File: src/rtl/bit_serializer_pkg.sv
// -----------------------------------------------------------------------------
// bit_serializer_pkg
// Shared types and constants for the bit serializer.
//   state_t       : FSM state encoding (IDLE, START, SHIFT, DONE)
//   N_DEFAULT     : default word width
//   DIV_W_DEFAULT : default width of the bit-period divider
//   cnt_width()   : width of a counter that must hold the value n
// -----------------------------------------------------------------------------
package bit_serializer_pkg;

    typedef enum logic [1:0] {
        IDLE  = 2'd0,
        START = 2'd1,
        SHIFT = 2'd2,
        DONE  = 2'd3
    } state_t;

    localparam int N_DEFAULT     = 8;
    localparam int DIV_W_DEFAULT = 16;

    // The bit counter has to reach N itself (not just N-1), hence n+1.
    function automatic int cnt_width(input int n);
        return $clog2(n + 1);
    endfunction

endpackage

File: src/rtl/bit_serializer_if.sv
// -----------------------------------------------------------------------------
// bit_serializer_if
// Bundles the word handshake, control inputs and serial outputs of the
// bit serializer.
//   din, din_valid, din_ready : parallel word handshake
//   div                       : bit period minus one (clk cycles)
//   abort                     : synchronous frame abort
//   out, out_en               : serial bit and its one-cycle strobe
//   frame_start               : one-cycle pulse ahead of each frame
//   busy, done                : frame in progress / frame completed pulse
// Modports: master (word source / sink side), slave (serializer side).
// -----------------------------------------------------------------------------
interface bit_serializer_if
    import bit_serializer_pkg::*;
#(
    parameter int N     = N_DEFAULT,
    parameter int DIV_W = DIV_W_DEFAULT
);

    logic [N-1:0]     din;
    logic             din_valid;
    logic             din_ready;
    logic [DIV_W-1:0] div;
    logic             abort;
    logic             out;
    logic             out_en;
    logic             frame_start;
    logic             busy;
    logic             done;

    modport master (
        output din, din_valid, div, abort,
        input  din_ready, out, out_en, frame_start, busy, done
    );

    modport slave (
        input  din, din_valid, div, abort,
        output din_ready, out, out_en, frame_start, busy, done
    );

endinterface

File: src/rtl/bit_serializer_period_counter.sv
// -----------------------------------------------------------------------------
// period_counter
// Bit-period down-counter. Loads a value, counts down one per enabled cycle
// and saturates at zero; zero_o flags the end of a bit period.
//   clk, reset  : clock, synchronous active-high reset (clears the count)
//   load_i      : load load_val_i (takes priority over dec_i)
//   load_val_i  : value to load
//   dec_i       : decrement by one; ignored when the count is already zero
//   zero_o      : count is zero (decoded from the register only)
// -----------------------------------------------------------------------------
module period_counter #(
    parameter int DIV_W = 16
) (
    input  logic             clk,
    input  logic             reset,
    input  logic             load_i,
    input  logic [DIV_W-1:0] load_val_i,
    input  logic             dec_i,
    output logic             zero_o
);

    logic [DIV_W-1:0] count_q;
    logic [DIV_W-1:0] count_d;

    always_comb begin
        count_d = count_q;
        if (load_i) begin
            count_d = load_val_i;
        end else if (dec_i && (count_q != '0)) begin
            count_d = count_q - DIV_W'(1);
        end
    end

    always_ff @(posedge clk) begin
        if (reset) begin
            count_q <= '0;
        end else begin
            count_q <= count_d;
        end
    end

    assign zero_o = (count_q == '0);

endmodule

File: src/rtl/bit_serializer.sv
// -----------------------------------------------------------------------------
// bit_serializer
// Accepts an N-bit word and shifts it out MSB first, one bit every div+1
// clk cycles, as a strobed serial stream for an LSB-in downstream shift
// register. frame_start clears the downstream register ahead of the frame,
// done pulses once after the last bit.
//   clk   : sole clock, rising edge
//   reset : synchronous, active-high
//   bus   : bit_serializer_if.slave (din/din_valid/din_ready, div, abort,
//           out, out_en, frame_start, busy, done)
// Every output comes straight from a register; inputs only steer next state.
// -----------------------------------------------------------------------------
module bit_serializer
    import bit_serializer_pkg::*;
#(
    parameter int N     = N_DEFAULT,
    parameter int DIV_W = DIV_W_DEFAULT
) (
    input  logic              clk,
    input  logic              reset,
    bit_serializer_if.slave   bus
);

    localparam int             CW    = cnt_width(N);
    localparam logic [CW-1:0]  N_CNT = CW'(N);

    state_t           state_q;
    logic [N-1:0]     word_q;
    logic [DIV_W-1:0] div_q;
    logic [CW-1:0]    bit_cnt_q;
    logic             out_q;
    logic             out_en_q;
    logic             frame_start_q;
    logic             done_q;
    logic             busy_q;
    logic             ready_q;

    logic             cnt_zero;
    logic             cnt_load;
    logic             cnt_dec;
    logic             last_bit_sent;

    assign last_bit_sent = (bit_cnt_q == N_CNT);

    // The counter is armed with the latched divider on leaving START and
    // re-armed on every strobe; it only counts while a bit is pending.
    assign cnt_load = !bus.abort &&
                      ((state_q == START) ||
                       ((state_q == SHIFT) && !last_bit_sent && cnt_zero));
    assign cnt_dec  = !bus.abort && (state_q == SHIFT) && !cnt_zero;

    period_counter #(
        .DIV_W (DIV_W)
    ) u_period_counter (
        .clk        (clk),
        .reset      (reset),
        .load_i     (cnt_load),
        .load_val_i (div_q),
        .dec_i      (cnt_dec),
        .zero_o     (cnt_zero)
    );

    always_ff @(posedge clk) begin
        if (reset) begin
            state_q       <= IDLE;
            word_q        <= '0;
            div_q         <= '0;
            bit_cnt_q     <= '0;
            out_q         <= 1'b0;
            out_en_q      <= 1'b0;
            frame_start_q <= 1'b0;
            done_q        <= 1'b0;
            busy_q        <= 1'b0;
            ready_q       <= 1'b1;
        end else begin
            // Pulse outputs default low; out stays 0 between strobes.
            out_q         <= 1'b0;
            out_en_q      <= 1'b0;
            frame_start_q <= 1'b0;
            done_q        <= 1'b0;

            case (state_q)
                IDLE: begin
                    // abort is deliberately not looked at here.
                    if (bus.din_valid) begin
                        word_q        <= bus.din;
                        div_q         <= bus.div;
                        state_q       <= START;
                        frame_start_q <= 1'b1;
                        busy_q        <= 1'b1;
                        ready_q       <= 1'b0;
                    end
                end

                START: begin
                    if (bus.abort) begin
                        state_q <= IDLE;
                        busy_q  <= 1'b0;
                        ready_q <= 1'b1;
                    end else begin
                        state_q   <= SHIFT;
                        bit_cnt_q <= '0;
                    end
                end

                SHIFT: begin
                    if (bus.abort) begin
                        state_q <= IDLE;
                        busy_q  <= 1'b0;
                        ready_q <= 1'b1;
                    end else if (last_bit_sent) begin
                        // One cycle after the N-th strobe, so done never
                        // overlaps the final out_en.
                        state_q <= DONE;
                        done_q  <= 1'b1;
                    end else if (cnt_zero) begin
                        out_q     <= word_q[N-1];
                        out_en_q  <= 1'b1;
                        word_q    <= {word_q[N-2:0], 1'b0};
                        bit_cnt_q <= bit_cnt_q + CW'(1);
                    end
                end

                DONE: begin
                    state_q <= IDLE;
                    busy_q  <= 1'b0;
                    ready_q <= 1'b1;
                end

                default: begin
                    state_q <= IDLE;
                    busy_q  <= 1'b0;
                    ready_q <= 1'b1;
                end
            endcase
        end
    end

    assign bus.din_ready   = ready_q;
    assign bus.out         = out_q;
    assign bus.out_en      = out_en_q;
    assign bus.frame_start = frame_start_q;
    assign bus.busy        = busy_q;
    assign bus.done        = done_q;

endmodule
File: src/flat_wrapper.sv
// flat-port wrapper written by rule: the top's interface ports become plain ports
module bit_serializer_flat import bit_serializer_pkg::*;
#(
    parameter int N     = N_DEFAULT,
    parameter int DIV_W = DIV_W_DEFAULT
)
  (clk, reset, bus_din, bus_din_valid, bus_div, bus_abort, bus_din_ready, bus_out, bus_out_en, bus_frame_start, bus_busy, bus_done);
  bit_serializer_if #(.N(N), .DIV_W(DIV_W)) bus_i ();
  input  logic clk;
  input  logic reset;
  input wire logic [$bits(bus_i.din)-1:0] bus_din;
  input wire logic [$bits(bus_i.din_valid)-1:0] bus_din_valid;
  input wire logic [$bits(bus_i.div)-1:0] bus_div;
  input wire logic [$bits(bus_i.abort)-1:0] bus_abort;
  output wire logic [$bits(bus_i.din_ready)-1:0] bus_din_ready;
  output wire logic [$bits(bus_i.out)-1:0] bus_out;
  output wire logic [$bits(bus_i.out_en)-1:0] bus_out_en;
  output wire logic [$bits(bus_i.frame_start)-1:0] bus_frame_start;
  output wire logic [$bits(bus_i.busy)-1:0] bus_busy;
  output wire logic [$bits(bus_i.done)-1:0] bus_done;
  assign bus_i.din = bus_din;
  assign bus_i.din_valid = bus_din_valid;
  assign bus_i.div = bus_div;
  assign bus_i.abort = bus_abort;
  assign bus_din_ready = bus_i.din_ready;
  assign bus_out = bus_i.out;
  assign bus_out_en = bus_i.out_en;
  assign bus_frame_start = bus_i.frame_start;
  assign bus_busy = bus_i.busy;
  assign bus_done = bus_i.done;
  bit_serializer #(.N(N), .DIV_W(DIV_W)) u_core (.clk(clk), .reset(reset), .bus(bus_i));
endmodule
File: config.mk
export PLATFORM = sky130hd
export DESIGN_NAME = bit_serializer_flat
export DESIGN_NICKNAME = d
export VERILOG_FILES = /design/src/rtl/bit_serializer_pkg.sv /design/src/rtl/bit_serializer_if.sv /design/src/rtl/bit_serializer_period_counter.sv /design/src/rtl/bit_serializer.sv /design/src/flat_wrapper.sv
export SDC_FILE = /design/constraint.sdc
export NUM_CORES = 1
export LEC_CHECK = 0
export BUFFER_PORTS_ARGS = -buffer_cell sky130_fd_sc_hd__buf_2
export CORE_ASPECT_RATIO = 2
export CORE_MARGIN = 4
export CORE_UTILIZATION = 25
export CTS_CLUSTER_SIZE = 30
export DETAILED_ROUTE_END_ITERATION = 8
export SLEW_MARGIN = 20
export SYNTH_ARGS = -nofsm -noshare
export SYNTH_HDL_FRONTEND = slang
export SYNTH_SLANG_ARGS = --single-unit
File: constraint.sdc
create_clock -name clk -period 2.4 [get_ports clk]
set_input_delay 0 -clock clk [delete_from_list [all_inputs] [get_ports clk]]
set_output_delay 0 -clock clk [all_outputs]
set_load 0.05 [all_outputs]
---- Word-level counts from Yosys, hierarchy flattened ----
Cells that the tools add are included.
cells by class
  reduce and logical (&&, ||, !) cells .... 26
  bitwise logic cells ..................... 3
  equal/unequal tests ..................... 11
  add/subtract/negate cells ............... 2
  muxes and demuxes ....................... 26
operators with widths
  cell                   number
  $mux 16                2
  $mux 8                 4
  $logic_not 16->1       1
  $mux 4                 4
  $pmux 8 s2             1
  $reduce_bool 16->1     1
  $sub 16x1->16 const B  1
  $reduce_and 5->1       2
  $mux 2                 4
  $ne 2x2->1 const B     4
  $pmux 2 s4             1
  $pmux 4 s2             1
  $mux 1                 7
  $logic_and 1x1->1      6
  $pmux 1 s3             2
  $reduce_and 2->1       3
  $reduce_bool 2->1      3
  $reduce_or 5->1        1
  $add 4x1->4 const B    1
  $eq 2x2->1 const B     2
  $eq 4x4->1 const B     1
  $ne 2x1->1 const B     2
  $reduce_or 2->1        2
  $reduce_or 4->1        1
  7 further kinds        11
storage, ports and cells
  output and inout bits ................... 6
  word-level logic and storage cells ...... 79
  flip-flop bits (word level) ............. 52
  bits of input ports ..................... 28

---- Depth between registers and ports, before layout ----
Gate-level depths: netlist (run 1).
  depth after elaboration ................. 7
  mapped depth ............................ 9
  mapped depth without buffers ............ 7

---- Hierarchy ----
From an unflattened synthesis (run 1), not the netlist that was laid out.
unflattened totals
  cell total of the unflattened synthesis .. 303
  area, all modules ....................... 2,571.2 µm²
modules (own cells, without submodules)
  module          cells an instance  times used  area an instance (µm²)  sequential area each (µm²)
  bit_serializer  189                1           1,626.6                 720.7
  period_counter  114                1           944.7                   320.3

---- Least setup slack after synthesis (run 1) ----
Ideal clock, no wire load.
  path type ............................... register to register
  start ................................... reg u_core.state_q[0]
  end ..................................... reg u_core.state_q[1]
  buffers on the path ..................... 0
  setup time .............................. 70 ps
  period minus slack after synthesis ...... 1,813 ps
  slack ................................... 587 ps
  cell stages (with the launch flop) ...... 7
  data arrival time ....................... 1,742 ps
  required time ........................... 2,330 ps
  cells stage by stage .................... dfxtp_1 -> inv_1 -> ha_1 -> and2b_2 -> and2_0 -> or4_1 -> a21oi_1
between the ends
  word-level cells in the longest chain between the ends .. 3
  elaborated cells on any way between the ends .. 8
  classes of those cells .................. 5 x eq/ne; 1 x mux; 2 x reduce/logical
ends and longest elaborated chain
  item                                                       RTL line              RTL
  from (decl)                                                bit_serializer.sv:27  state_t state_q;
  from (signal assigned)                                     bit_serializer.sv:65  state_q <= IDLE;
  from (signal assigned)                                     bit_serializer.sv:88  state_q <= START;
  from (signal assigned)                                     bit_serializer.sv:97  state_q <= IDLE;
  $eq 2x2->1 or $logic_not 2->1 (tied branches)              bit_serializer.sv:82  case (state_q)
  $ne 3x2->1 (no source line) or $ne 2x2->1 (tied branches)  n/a
  $reduce_and 2->1 (no source line)                          n/a
Parallel ways exist; a longest one is shown, timed or not.
A chain may end at the register's enable or synchronous reset.

---- Worst setup path after layout (run 1) ----
  start ................................... reg u_core.u_period_counter.count_q[6]
  end ..................................... reg u_core.word_q[1]
between the ends
  word-level cells in the longest chain between the ends .. 3
ends and longest elaborated chain
  item                               RTL line                             RTL
  from (decl)                        bit_serializer_period_counter.sv:22  logic [DIV_W-1:0] count_q;
  from (signal assigned)             bit_serializer_period_counter.sv:38  count_q <= count_d;
  $logic_not 16->1                   bit_serializer_period_counter.sv:42  assign zero_o = (count_q == '0);
  $ne 2x1->1 (no source line)        n/a
  $reduce_and 5->1 (no source line)  n/a
  to (signal assigned)               bit_serializer.sv:86                 word_q <= bus.din;
  to (signal assigned)               bit_serializer.sv:119                word_q <= {word_q[N-2:0], 1'b0};
  to (decl)                          bit_serializer.sv:28                 logic [N-1:0] word_q;
Every way passes these cells.

==> results.json, run 1 <==
{
  "run_status": "complete, no violations",
  "synth.distinct_cells": 54,
  "initial_core_util_pct": 25.9,
  "layout_commonest_cell": "dfxtp_1",
  "drt_iter0_markers": 85,
  "synth_top_area_share_pct": 39.3,
  "tns_ps": 0,
  "clock_path_buffers": 2,
  "gp_congestion": 0.864,
  "critPathBufInv": 0,
  "synth-seq-area-share_pct": 39.3,
  "postRouteWirelength_um": 6710,
  "postCtsSetupBuffers": 0,
  "synth_largest_area_cell": "dfxtp_1",
  "p_leak_nw": 1.18,
  "worstPathCellList": "nor4_2 > nand4_2 > o22ai_4 > a21oi_1 > a311oi_1",
  "slowest_stage": "nor4_2",
  "final_hold_viol_count": 0,
  "critPathCaptureType": "register",
  "cts_tree": "built",
  "clkTransAtPathRegs_ps": 70,
  "die_h_um": 154,
  "drive_above_1_share_pct": 17.1,
  "antenna_found_initial": 0,
  "syn_area_mm2": 0.00265,
  "grt_pass1_wl_um": 11200,
  "cts.sinks": 52,
  "slew_headroom_pct": 51.5,
  "cts_made_buffers": 5,
  "powerDensity_mw_per_mm2": 709,
  "worst_path_dominant_cell_family": "compound AO/OA/AOI/OAI gates",
  "fp.coreArea_mm2": 0.0102,
  "grt_max_degree": 35,
  "fin_nets": 382,
  "synth.top_cells.by_area": "dfxtp_1 (39%), a21oi_1 (8.3%), nand2_1 (6.4%)",
  "ys.flop_type": "dfxtp_1",
  "antenna_cells": 0,
  "dp_slack_ps": 328,
  "wl_per_cell_um": 14.0,
  "fin_crit_ps": 2130,
  "yosys_register_bits": 52,
  "overflow": 0,
  "fill_cells": 1081,
  "yosys_warnings": 0,
  "die_x_um": 80.8,
  "dp_hpwl_um": 4890,
  "setup_slack_ps": 272,
  "finalCritPeriodShare_pct": 88.7,
  "netlist_instances": 306,
  "cpPeakStageDelay_ps": 530,
  "layout_common_cells": "dfxtp_1 (52), nand2_1 (45), a21oi_1 (44), buf_2 (33), dlygate4sd3_1 (16)",
  "syn_avg_cell_area_um2": 8.65,
  "port_buffers": 33,
  "max-vdd-ir-drop_mv": 0.811,
  "dr.pass1.iters": 4,
  "dp_cells": 458,
  "cp_data_arrival_time_ps": 2320,
  "ant_nets": 0,
  "htree_levels": 2,
  "start_kind": "register",
  "multi_input_area_mm2": 0.00143,
  "io_pins": 34,
  "num_rows": 52,
  "reg2reg_slack_ps": 270,
  "holdWs_ps": 71.3,
  "async_flop_share_pct": 0,
  "root_buffer": "clkbuf_16",
  "drc_errors": 0,
  "finish.utilization_pct": 31.4,
  "grt_usage_pct": 11.4,
  "path_max_fanout": 15,
  "seqCellArea_mm2": 0.00104,
  "avgViaCountPerCell": 4.94,
  "worstPathRequired_ps": 2590,
  "setup-violations-final": 0,
  "clock_latency_ps": 300,
  "cap_violations": 0,
  "area_growth_pct": 21.3,
  "max_freq_mhz": 470,
  "synthesis.nets": 342,
  "hold_path.class": "in -> reg",
  "skew_ps": 10.5,
  "synth_edf_count": 0,
  "grt_setup_unrepaired": "no",
  "die_area_mm2": 0.0124,
  "worstSetupPathType": "reg -> reg",
  "grt_pass1_vias": 2430,
  "worst_pin_slew_ps": 728,
  "instances_no_fill": 481,
  "maxSlewViolCount": 0,
  "num_vias": 2376
}
## routing by layer
metal	GRT usage [%]	part of all wire, %
met5	0	0
met4	9.02	6.8
met3	1.35	3.1
met2	20.4	54
met1	11.4	37
## final timing paths
path,start,to,cells after the start
setup / recovery,u_core.u_period_counter.count_q[6],u_core.word_q[1],5
hold / removal,bus_din[2],u_core.word_q[2],3
setup reg to reg,u_core.u_period_counter.count_q[6],u_core.word_q[1],5
hold reg to reg,u_core.div_q[6],u_core.u_period_counter.count_q[6],2
## timing repair
item | in CTS | in global routing
hold buffers | 16 | 0
gates resized for setup | 0 | 0
endpoints found under the hold margin | 16 | 0
## tightest hold or removal path, stage by stage
cell and delay [ps]:
buf_2 100, mux2i_1 110, a311oi_1 100
## kinds of logic (layout without fill, tap and decap cells)
logic type	count (synthesis)	count (layout)	share of synthesized area (%)
and+or+nand+nor	107	107	21.4
xor gates and xnor gates	8	8	2.65
AOI/OAI and AO/OA	95	95	23.5
buffers and inverters	29	69	6.67
adders and majority gates	8	8	3.78
DFF	52	52	39.3
muxes	7	7	2.65
## flip-flops by register name, indices dropped and copies added (netlist names)
register and flops:
u_core.bus.out_en 1, u_core.bus.busy 1, u_core.bus.frame_start 1, u_core.div_q 16, u_core.bit_cnt_q 4, u_core.word_q 8
u_core.state_q 2, u_core.bus.out 1, u_core.bus.done 1, u_core.u_period_counter.count_q 16, u_core.bus.din_ready 1
## cell usage after synthesis, types with 3 or more instances
| cell | instances |
|---|---|
| mux2i_1 | 7 |
| nand2b_1 | 5 |
| buf_6 | 5 |
| nand3_1 | 6 |
| dfxtp_1 | 52 |
| o21bai_1 | 3 |
| clkbuf_1 | 8 |
| a211oi_1 | 6 |
| inv_1 | 10 |
| ha_1 | 8 |
| a22oi_1 | 7 |
| o22ai_1 | 3 |
| nand2_1 | 45 |
| nor3_1 | 11 |
| xor2_1 | 4 |
| o21ai_0 | 10 |
| nor2_1 | 15 |
| xnor2_1 | 4 |
| a21oi_1 | 44 |
| a311oi_1 | 7 |
| a32oi_1 | 3 |
## where the power goes
part | internal [mW] | switching (mW)
clock network | 0.592 | 0.313
registers | 0.918 | 0.0342
logic | 0.158 | 0.260
## per-stage QoR
step / area [µm²] / power, mW
floorplan: 2650 / 1.30
global placement: 2860 / 1.36
detailed placement: 2860 / 1.36
CTS: 3210 / 2.29
global route: 3210 / 2.36
finish: 3210 / 2.27
## area by class of cell
cell class | instances | area share [%]
inverter | 10 | 1.17
tap | 135 | 5.26
sequential | 52 | 32.4
multi-input combinational | 225 | 44.5
clock inverter | 2 | 1.87
clock buffer | 5 | 3.90
timing repair buffer | 52 | 10.8
No activity file was read; power rests on OpenSTA's default activity.
==> inputs of run 2 (changes only) <==
Settings changed: ABC_AREA from default to 1, HOLD_SLACK_MARGIN from default to 0.03, SYNTH_HIERARCHICAL from default to 1.
==> results.json, run 2 <==
{
  "run_status": "finished with violations",
  "violations": "setup timing",
  "grt_pass1_wl_um": 12400,
  "switchingPower_uw": 889,
  "cap_violations": 0,
  "syn_avg_cell_area_um2": 6.63,
  "final_hold_viol_count": 0,
  "cp_data_arrival_time_ps": 2660,
  "antenna_found_initial": 0,
  "root_buffer": "clkbuf_16",
  "p_leak_nw": 1.74,
  "skew_ps": 8.37,
  "maxSlewViolCount": 0,
  "synth-seq-area-share_pct": 36.4,
  "cts.sinks": 52,
  "hold_path.class": "in -> reg",
  "synth_most_common_cell": "nor2_1",
  "synth.top_cells.by_area": "dfxtp_1 (36%), nor2_1 (15%), nand2_1 (12%)",
  "overflow": 0,
  "finalCritPeriodShare_pct": 101,
  "async_flop_share_pct": 0,
  "area_growth_pct": 32.3,
  "powerDensity_mw_per_mm2": 686,
  "synthesis.nets": 466,
  "worst_pin_slew_ps": 839,
  "drc_errors": 0,
  "grt_max_degree": 31,
  "initial_core_util_pct": 25.3,
  "tns_ps": -59.7,
  "worstPathCellList": "inv_2 > ha_4 > inv_2 > nor2_4 > nand3_4 > nor2_4 > nand2_2 > nor4_4 > nand2_2 > o21ai_4 > clkinvlp_4 > buf_6 > buf_4 > nand3_1 > nand2_1 > a21oi_2",
  "io_pins": 34,
  "internal-power_mw": 1.71,
  "synth_largest_area_cell": "dfxtp_1",
  "wl_per_cell_um": 11.8,
  "setup-violations-final": 2,
  "die_area_mm2": 0.0133,
  "synth_edf_count": 0,
  "power_frac_clock_pct": 28.3,
  "ys.flop_type": "dfxtp_1",
  "layout_common_cells": "nor2_1 (103), nand2_1 (87), dfxtp_1 (50), buf_2 (34), inv_1 (29)",
  "critPathBufInv": 5,
  "gp_congestion": 0.879,
  "dr.pass1.iters": 4,
  "cts_made_buffers": 5,
  "seq_power_share_pct": 39.5,
  "num_rows": 55,
  "max_freq_mhz": 411,
  "start_kind": "register",
  "avgViaCountPerCell": 4.47,
  "die_x_um": 83.6,
  "die_h_um": 159,
  "yosys_warnings": 6,
  "drive_above_1_share_pct": 25.8,
  "slew_headroom_pct": 44.0,
  "clock_path_buffers": 2,
  "fin_nets": 534,
  "grt_pass1_vias": 2791,
  "cts_tree": "built",
  "worstSetupPathType": "reg -> reg",
  "synth_top_area_share_pct": 36.4,
  "netlist_instances": 431,
  "layout_commonest_cell": "nor2_1",
  "p_comb_share_pct": 32.2,
  "fin_crit_ps": 2430,
  "yosys-top-cells-count": "nor2_1 (113), nand2_1 (90), dfxtp_1 (52)",
  "dp_hpwl_um": 5830,
  "yosys_register_bits": 52,
  "dp_slack_ps": 25.0,
  "setup_slack_ps": -33.1,
  "ant_nets": 0,
  "clock_latency_ps": 290,
  "slowest_stage": "dfxtp_2",
  "worst_path_dominant_cell_family": "simple AND/OR/NAND/NOR gates",
  "path_max_fanout": 7,
  "grt_setup_unrepaired": "yes",
  "htree_levels": 2,
  "fp.coreArea_mm2": 0.0113,
  "port_buffers": 33,
  "max-vdd-ir-drop_mv": 0.429,
  "syn_area_mm2": 0.00286,
  "num_vias": 2870,
  "synth.distinct_cells": 30,
  "placed_area_mm2": 0.00325,
  "cpPeakStageDelay_ps": 330,
  "critPathCaptureType": "register",
  "clkTransAtPathRegs_ps": 70,
  "fin_area_mm2": 0.00378,
  "top_regs": "u_core/div_q: 16 flops, u_core/u_period_counter/count_q: 16 flops, u_core/word_q: 8 flops",
  "antenna_cells": 0,
  "drt_iter0_markers": 88,
  "worstPathRequired_ps": 2630,
  "netSwitchingFraction_pct": 34.3,
  "postRouteWirelength_um": 7600,
  "grt_usage_pct": 11.3
}
==> run 2: cell types whose count changed in the layout (fill, tap and decap cells not counted), sizes merged, moves of 23 or more <==
cell   change
nand2     +56
o21ai     +23
inv       +26
a21oi     -33
nor2     +112
==> run 2: cell families (layout without fill, tap and decap cells) <==
| family | Yosys count | count (layout) | share of synthesized area [%] |
|---|---|---|---|
| AND/OR/NAND/NOR | 268 | 268 | 41.5 |
| AO/OA/AOI/OAI | 52 | 52 | 10.4 |
| flip-flops | 52 | 52 | 36.4 |
| buffers and inverters | 50 | 119 | 7.97 |
| adder cells (fa/ha/maj) | 7 | 7 | 3.06 |
| XOR/XNOR | 2 | 2 | 0.613 |
==> run 2: through the flow <==
stage / std cells / utilization (%) / power, mW / hold slack (ps)
2_1_floorplan: 431 / - / 1.56 / 69.1
3_3_place_gp: 608 / 28.8 / 1.75 / 249
3_5_place_dp: 608 / 28.8 / 1.77 / 259
4_1_cts: 633 / 31.7 / 2.53 / 38.2
5_1_grt: 642 / 33.5 / 2.76 / 59.9
6_report: 642 / 33.5 / 2.60 / 37.9
==> run 2: routing by layer <==
metal | track usage, % | part of all wire [%] | vias up
met5 | 0 | 0 | -
met4 | 4.47 | 2.6 | 0
met3 | 1.29 | 2.0 | 12
met2 | 23.7 | 60 | 49
met1 | 10.5 | 36 | 1319
li1 | - | - | 1490
==> run 2: area by class of cell <==
| class | count | area [µm²] |
|---|---|---|
| Clock inverter | 1 | 7.51 |
| Sequential cell | 52 | 1040 |
| Clock buffer | 7 | 143 |
| Multi-Input combinational cell | 329 | 1720 |
| Tap cell | 142 | 178 |
| Inverter | 39 | 160 |
| Fill cell | 1242 | 7500 |
| Timing Repair Buffer | 72 | 529 |
==> run 2: worst min-delay path, cell delays in order <==
cell and delay, ps:
buf_2 130, nand4_1 90, a21oi_1 60
==> run 2: worst paths after layout <==
path / from / end / slack [ps] / cells past startpoint
max: u_core/u_period_counter/count_q[1] / u_core/u_period_counter/count_q[14] / -30 / 16
min reg2reg: u_core/word_q[7] / u_core/word_q[7] / 460 / 2
min: bus_din_valid / u_core/word_q[0] / 40 / 3
max reg2reg: u_core/u_period_counter/count_q[1] / u_core/u_period_counter/count_q[14] / -30 / 16
==> run 2: what timing repair did <==
action	CTS	global route
setup buffers	0	9
setup endpoints to repair	0	16
hold endpoints to repair	17	0
hold buffers	17	0
gates resized for setup	0	44
==> run 2: power by group through the flow <==
stage | logic (mW) | clock network (mW) | registers (mW)
floorplan | 0.523 | 0 | 1.04
global placement | 0.720 | 0 | 1.04
detailed placement | 0.731 | 0 | 1.04
CTS | 0.755 | 0.751 | 1.02
global route | 0.943 | 0.778 | 1.04
finish | 0.835 | 0.736 | 1.02
==> inputs of run 3 (changes only) <==
Settings changed: CORE_MARGIN 4 to 1.5, CORE_UTILIZATION 25 to 29.
==> results.json, run 3 (same netlist as run 2, synthesis figures left out) <==
{
  "die_x_um": 73.2,
  "hold_path.class": "in -> reg",
  "postRouteWirelength_um": 7730,
  "run_status": "complete, no violations",
  "root_buffer": "clkbuf_16",
  "cts.sinks": 52,
  "cts_tree": "built",
  "gp_congestion": 0.839,
  "clock_latency_ps": 290,
  "setup_slack_ps": 19.3,
  "p_leak_nw": 1.76,
  "finalCritPeriodShare_pct": 99.2,
  "cap_violations": 0,
  "cts_made_buffers": 5,
  "initial_core_util_pct": 29.7,
  "grt_pass1_wl_um": 12200,
  "setup-violations-final": 0,
  "critPathCaptureType": "register",
  "max-vdd-ir-drop_mv": 0.477,
  "drive_above_1_share_pct": 26.2,
  "worst_path_dominant_cell_family": "simple AND/OR/NAND/NOR gates",
  "overflow": 0,
  "fill_cells": 995,
  "fin_crit_ps": 2380,
  "layout_common_cells": "nor2_1 (103), nand2_1 (85), dfxtp_1 (50), buf_2 (33), inv_1 (29)",
  "worstSetupPathType": "reg -> reg",
  "clkTransAtPathRegs_ps": 70,
  "grt_usage_pct": 15.0,
  "finish.utilization_pct": 39.4,
  "avgViaCountPerCell": 4.52,
  "num_vias": 2868,
  "cpPeakStageDelay_ps": 330,
  "drc_errors": 0,
  "worstPathCellList": "inv_2 > ha_4 > inv_2 > nor2_4 > nand3_4 > nor2_4 > nand2_2 > nor4_4 > nand2_2 > o21ai_4 > clkinvlp_4 > buf_6 > buf_6 > nor2_2 > nor2_1 > o21ai_1 > nor2_1",
  "dr.pass1.iters": 4,
  "area_growth_pct": 32.7,
  "powerDensity_mw_per_mm2": 694,
  "final_hold_viol_count": 0,
  "ant_nets": 0,
  "cp_data_arrival_time_ps": 2570,
  "fin_nets": 537,
  "antenna_found_initial": 0,
  "grt_setup_unrepaired": "yes",
  "layout_commonest_cell": "nor2_1",
  "top_regs": "u_core/div_q: 16 flops, u_core/u_period_counter/count_q: 16 flops, u_core/word_q: 8 flops",
  "htree_levels": 2,
  "clock_path_buffers": 2,
  "slew_headroom_pct": 45.0,
  "maxSlewViolCount": 0,
  "dp_slack_ps": 40.0,
  "grt_max_degree": 31,
  "grt_pass1_vias": 2736,
  "start_kind": "register",
  "antenna_cells": 0,
  "dp_hpwl_um": 5700,
  "max_freq_mhz": 420,
  "num_rows": 51,
  "worst_pin_slew_ps": 824,
  "wl_per_cell_um": 12.2,
  "die_area_mm2": 0.0105,
  "path_max_fanout": 5,
  "io_pins": 34,
  "critPathBufInv": 5,
  "slowest_stage": "dfxtp_2",
  "skew_ps": 4.66,
  "die_h_um": 143,
  "port_buffers": 33,
  "drt_iter0_markers": 89,
  "worstPathRequired_ps": 2590,
  "fp.coreArea_mm2": 0.00964
}
[run 3: final cells by class]
class                   count  area (µm²)  share of cell area (%)
clock buffers               6         139                    3.66
clock inverters             2        10.0                   0.264
inverters                  39         160                    4.22
multi-input cells         329        1720                    45.3
flip-flops and latches     52        1040                    27.5
well taps                 132         165                    4.35
repair buffers             75         558                    14.7
[run 3: path summary, 6_finish.rpt]
| path | from | to | slack [ps] | depth (start not counted) |
|---|---|---|---|---|
| setup / recovery | u_core/u_period_counter/count_q[0] | u_core/u_period_counter/count_q[3] | 20 | 17 |
| hold / removal | bus_din_valid | u_core/word_q[0] | 30 | 3 |
| setup reg to reg | u_core/u_period_counter/count_q[0] | u_core/u_period_counter/count_q[3] | 20 | 17 |
| hold reg to reg | u_core/word_q[4] | u_core/word_q[4] | 460 | 2 |
[run 3: through the flow]
step	power (mW)	hold slack (ps)	area (µm²)	setup TNS, ps	std cells
3_3_place_gp	1.77	250	3280	0	602
4_1_cts	2.55	30.6	3600	0	627
5_1_grt	2.79	45.2	3790	-924	635
3_5_place_dp	1.79	262	3280	0	602
2_1_floorplan	1.56	69.1	2880	0	431
6_report	2.63	28.3	3790	0	635
[run 3: what timing repair did]
action	4_1_cts	5_1_grt
hold buffers	17	0
endpoints found under the setup margin	0	17
setup buffers	0	8
endpoints found under the hold margin	17	0
resized for setup	0	44
[run 3: tightest hold or removal path, cell delays in order]
cell     delay [ps]
buf_2           120
nand4_1          90
a21oi_1          60
[run 3: power by group]
part           internal, mW  switching [mW]  total [mW]
clock                 0.412           0.325       0.737
combinational         0.358           0.511       0.869
sequential            0.951          0.0744        1.03
[run 3: routing by layer]
| layer | part of all wire, % | up-vias | global-route usage [%] |
|---|---|---|---|
| li1 | - | 1490 | - |
| met1 | 35 | 1316 | 13.8 |
| met2 | 61 | 51 | 31.2 |
| met3 | 2.0 | 11 | 1.68 |
| met4 | 2.5 | 0 | 5.86 |
| met5 | 0 | - | 0 |
